==> config.mk <==
export PLATFORM = sky130hd
export DESIGN_NAME = fdsq_ctrl
export DESIGN_NICKNAME = d
export VERILOG_FILES = /design/src/rtl/fdsq_pkg.sv /design/src/rtl/fdsq_hazard.sv /design/src/rtl/fdsq_ctrl.sv
export SDC_FILE = /design/constraint.sdc
export NUM_CORES = 1
export LEC_CHECK = 0
export CORE_MARGIN = 5
export CORE_UTILIZATION = 50
export CTS_CLUSTER_DIAMETER = 100
export CTS_CLUSTER_SIZE = 24
export DETAILED_ROUTE_END_ITERATION = 7
export DONT_BUFFER_PORTS = 1
export PLACE_DENSITY = 0.68
export SLEW_MARGIN = 20
export SYNTH_ARGS = -nofsm -noshare
export SYNTH_HDL_FRONTEND = slang
export SYNTH_SLANG_ARGS = --single-unit
==> constraint.sdc <==
create_clock -name clk -period 1.55 [get_ports clk]
set_input_delay 0.31 -clock clk [delete_from_list [all_inputs] [get_ports clk]]
set_output_delay 0.31 -clock clk [all_outputs]
set_load 0.1 [all_outputs]
==> src/rtl/fdsq_pkg.sv <==
// Shared types and constants for the FP divide/sqrt sequencer.
package fdsq_pkg;

  typedef enum logic [1:0] {
    ST_IDLE = 2'd0,
    ST_LOAD = 2'd1,
    ST_ITER = 2'd2,
    ST_WB   = 2'd3
  } state_e;

  localparam int unsigned DIV_ITERS_DEF  = 24;
  localparam int unsigned SQRT_ITERS_DEF = 26;

  typedef logic [4:0] reg_num_t;

  // Index of the final iteration for the selected operation.
  function automatic logic [4:0] last_iter_idx(input logic sqrt,
                                               input int unsigned div_n,
                                               input int unsigned sqrt_n);
    return sqrt ? 5'(sqrt_n - 1) : 5'(div_n - 1);
  endfunction

endpackage

==> src/rtl/fdsq_hazard.sv <==
// Compares the ID-stage source registers against the in-flight destination.
module fdsq_hazard
  import fdsq_pkg::*;
(
  input  reg_num_t fs_i,
  input  reg_num_t ft_i,
  input  logic     use_fs_i,
  input  logic     use_ft_i,
  input  reg_num_t wb_rn_i,
  output logic     hit_o
);

  reg_num_t   src [2];
  logic [1:0] use_v;
  logic [1:0] match;

  assign src[0]   = fs_i;
  assign src[1]   = ft_i;
  assign use_v[0] = use_fs_i;
  assign use_v[1] = use_ft_i;

  genvar gi;
  generate
    for (gi = 0; gi < 2; gi++) begin : g_cmp
      assign match[gi] = use_v[gi] && (src[gi] == wb_rn_i);
    end
  endgenerate

  assign hit_o = |match;

endmodule

==> src/rtl/fdsq_ctrl.sv <==
// Control sequencer for the iterative FP divide / square-root unit.
// Optional FDSQ_EARLY_EXIT_EN: a zero partial remainder ends iteration early.
module fdsq_ctrl
  import fdsq_pkg::*;
#(
  parameter int unsigned DIV_ITERS  = DIV_ITERS_DEF,
  parameter int unsigned SQRT_ITERS = SQRT_ITERS_DEF
) (
  input  logic     clk,
  input  logic     rst,
  input  logic     start,
  input  logic     op_sqrt,
  input  reg_num_t dst,
  input  reg_num_t fs,
  input  reg_num_t ft,
  input  logic     use_fs,
  input  logic     use_ft,
  input  logic     cancel,
  input  logic     rem_zero,
  input  logic     wb_gnt,
  output logic     busy,
  output logic     stall_div_sqrt,
  output logic     ld,
  output logic     iter_en,
  output logic [4:0] iter_cnt,
  output logic     sel_sqrt,
  output logic     wb_req,
  output reg_num_t wb_rn,
  output logic     wb_we
);

  state_e     state_q, state_d;
  logic [4:0] iter_cnt_q, iter_cnt_d;
  logic       sel_sqrt_q, sel_sqrt_d;
  reg_num_t   wb_rn_q, wb_rn_d;
  logic       accept, last_iter, early_exit, hazard_hit;

  assign accept    = (state_q == ST_IDLE) && start && !cancel;
  assign last_iter = (iter_cnt_q == last_iter_idx(sel_sqrt_q, DIV_ITERS, SQRT_ITERS));

`ifdef FDSQ_EARLY_EXIT_EN
  assign early_exit = rem_zero;
`else
  logic unused_rem_zero;
  assign early_exit      = 1'b0;
  assign unused_rem_zero = rem_zero;
`endif

  always_ff @(posedge clk or posedge rst) begin
    if (rst) begin
      state_q    <= ST_IDLE;
      iter_cnt_q <= '0;
      sel_sqrt_q <= 1'b0;
      wb_rn_q    <= '0;
    end else begin
      state_q    <= state_d;
      iter_cnt_q <= iter_cnt_d;
      sel_sqrt_q <= sel_sqrt_d;
      wb_rn_q    <= wb_rn_d;
    end
  end

  always_comb begin
    state_d    = state_q;
    iter_cnt_d = iter_cnt_q;
    sel_sqrt_d = sel_sqrt_q;
    wb_rn_d    = wb_rn_q;
    case (state_q)
      ST_IDLE: begin
        iter_cnt_d = '0;
        if (accept) begin
          state_d    = ST_LOAD;
          sel_sqrt_d = op_sqrt;
          wb_rn_d    = dst;
        end
      end
      ST_LOAD: begin
        iter_cnt_d = '0;
        state_d    = cancel ? ST_IDLE : ST_ITER;
      end
      ST_ITER: begin
        iter_cnt_d = iter_cnt_q + 5'd1;
        if (cancel)                      state_d = ST_IDLE;
        else if (last_iter || early_exit) state_d = ST_WB;
      end
      // The instruction is committed here, so cancel no longer applies.
      ST_WB: begin
        if (wb_gnt) state_d = ST_IDLE;
      end
      default: state_d = ST_IDLE;
    endcase
  end

  fdsq_hazard u_hazard (
    .fs_i     (fs),
    .ft_i     (ft),
    .use_fs_i (use_fs),
    .use_ft_i (use_ft),
    .wb_rn_i  (wb_rn_q),
    .hit_o    (hazard_hit)
  );

  always_comb begin
    busy           = (state_q != ST_IDLE);
    ld             = (state_q == ST_LOAD);
    iter_en        = (state_q == ST_ITER);
    wb_req         = (state_q == ST_WB);
    wb_we          = wb_req && wb_gnt;
    stall_div_sqrt = busy && (start || hazard_hit);
  end

  assign iter_cnt = iter_cnt_q;
  assign sel_sqrt = sel_sqrt_q;
  assign wb_rn    = wb_rn_q;

endmodule

==> run metrics <==
outcome finished with violations; failing checks negative setup slack; combinational power share 0.581; # diodes 0; R2R setup slack 0.03 ns; Layout Nets 122; total nets after synthesis 94; DR vias 626; Clk network pwr share 0.131; PwrDens 1390 nW/um^2; CTS Root Buffer Type clkbuf_4; final hold viol count 0; FP Rows 14; Psw 0.800 mW; boundary pin count 41; register area share after synthesis 0.429; Fmax 0.490 GHz; starting density of the core 0.515; Mean Syn Cell Area 11.0 um^2; Flop pwr share 0.288; wire per inst 17.5 um; clock sink count 13; Max VDD drop 0.000718 V; fin crit share 1.32; Main synth FF type dfrtp_1; Int Pwr 0.818 mW; wirelength, routed 1.96 mm; leading cell type in the layout, fill and taps excluded buf_4; number of flops mapped to enable cells by yosys 0; proportion of layout cells with a drive suffix above 1 0.542; GRT Total Usage 0.170; max_slew headroom 0.660; GRT Residual Overflow 0; P_leak 0.534 nW; number of port buffers 0; post-synth cell types 25; CTS Buf Count 3; Die Y-Extent 48.9 um; final setup vio count 2; most frequent cells in the layout buf_4 (16), xor2_1 (9), mux2_4 (6), buf_12 (6); FILL cells 98; initial antenna violation count 0; final worst setup slack -0.492 ns; Placed Cells 103; critical path data arrival time 1.73 ns; pin count of the biggest net entering global routing 14; Slew Limit Fails 0; Placer Congestion 0.748; switching share of power 0.494; Detailed Routing Iterations Pass 1 3; cells after synthesis 69; remaining antenna violation count 0; CTS max path bufs 2; hold_ws 0.173 ns; Via density 5.59; Yosys reg bits 13; DP Area 1060 um^2; Cell Count, Final, Fillers Out 112; CP endpoint kind output pin; detailed router's first-iteration violation count 2; Synth area leader dfrtp_1; Max Cap Violations 0; number of global-route vias before repair 663; synth warn 0; worst-margin pin slew 0.509 ns; unrepaired setup endpoints after global routing yes; Tmin final 2.04 ns; Die ar. 2400 um^2; mapped cell area 758 um^2; P&R area growth vs syn 54.0%; CP required 1.24 ns; clk_lat worst skew 0.28 ns; CP max FO 3; Area contributors post-synth dfrtp_1 (43%), xor2_1 (10%), mux2_2 (8.9%), xnor2_1 (5.8%), and2_1 (4.1%); DRC 0; number of H-tree levels 1; Synth top area share 0.429; class of the worst hold path primary input to register; post-layout instance area 1170 um^2; Chip Width 48.9 um; first-pass GRT wire length 3.20 mm; Core ar. 1470 um^2; clock skew 0.00593 ns; clk slew on worst S/H paths 0.08 ns; total chip power 1.62 mW; WS Path Type register to output pin; TritonCTS clock tree yes; post-DP HPWL 1.36 mm; Post-synth ARST share 1.00; startpoint types register
## power groups by stage
stage / combinational (mW) / sequential [mW] / clock, mW
2_1_floorplan: 0.347 / 0.821 / 0
3_3_place_gp: 0.866 / 0.465 / 0
3_5_place_dp: 0.877 / 0.468 / 0
4_1_cts: 0.895 / 0.463 / 0.218
5_1_grt: 0.979 / 0.478 / 0.240
6_report: 0.939 / 0.466 / 0.213
## timing repair
item / in CTS / in global routing
setup buffers: 0 / 5
gates resized for setup: 6 / 5
gates cloned: 0 / 0
hold buffers: 1 / 0
setup endpoints to repair: 3 / 5
pin swaps: 1 / 4
hold endpoints to repair: 13 / 0
## cells by family after synthesis
group                      after synthesis  share of synthesized area
AOI/OAI and AO/OA                        3                     0.0314
xor gates and xnor gates                14                      0.162
adders and majority gates                1                     0.0165
buffers and inverters                    6                     0.0313
DFF                                     13                      0.429
muxes                                    8                      0.116
and+or+nand+nor                         24                      0.215
## critical path, stage by stage (launching register included)
cell and delay [ns]:
dfrtp_4 0.50, xor2_1 0.15, nor4_1 0.31, nand4_1 0.19, nand3_4 0.12, buf_12 0.17
## routing by layer
metal | track usage | up-vias | wire [um]
li1 | - | 292 | -
met1 | 0.199 | 301 | 732
met2 | 0.272 | 28 | 996
met3 | 0.0795 | 5 | 206
met4 | 0.0538 | 0 | 23
met5 | 0 | - | 0
## Yosys cell counts (2+ instances only)
| cell type | number |
|---|---|
| nand3_1 | 2 |
| nand4b_1 | 2 |
| xnor2_1 | 5 |
| dfrtp_1 | 13 |
| nor2b_1 | 4 |
| mux2i_1 | 2 |
| inv_1 | 3 |
| clkbuf_1 | 2 |
| and2_1 | 5 |
| nor4_1 | 2 |
| xor2_1 | 9 |
| nand4_1 | 2 |
| mux2_2 | 6 |
## area by class of cell
| class | count | area (um^2) | area share |
|---|---|---|---|
| clock buffers | 4 | 26.3 | 0.0225 |
| inverters | 3 | 11.3 | 0.00965 |
| well taps | 16 | 20.0 | 0.0171 |
| flip-flops and latches | 13 | 350 | 0.300 |
| repair buffers | 26 | 284 | 0.243 |
| multi-input cells | 50 | 475 | 0.407 |
## worst paths after layout
path                              from             end  cells after the start
min reg2reg                iter_cnt[4]     iter_cnt[4]                      2
max                           wb_rn[3]  stall_div_sqrt                      5
max reg2reg                 state_q[1]        wb_rn[0]                      4
max in group asynchronous          rst        wb_rn[1]                      2
min in group asynchronous          rst        wb_rn[3]                      2
min                             dst[4]        wb_rn[4]                      1
## stage by stage
step	setup slack [ns]	TNS (ns)	util
finish	-0.492	-0.504	0.793
global route	-0.582	-0.638	0.793
CTS	-0.476	-0.476	0.753
detailed placement	-0.173	-0.173	0.720
global placement	-0.163	-0.163	0.720
floorplan	-0.283	-0.706	-
## sequential cells by signal, indices dropped and copies added, names as in the netlist
name	flops
iter_cnt	5
wb_rn	5
state_q	2
sel_sqrt	1
Power figures use the tool's default switching activity.
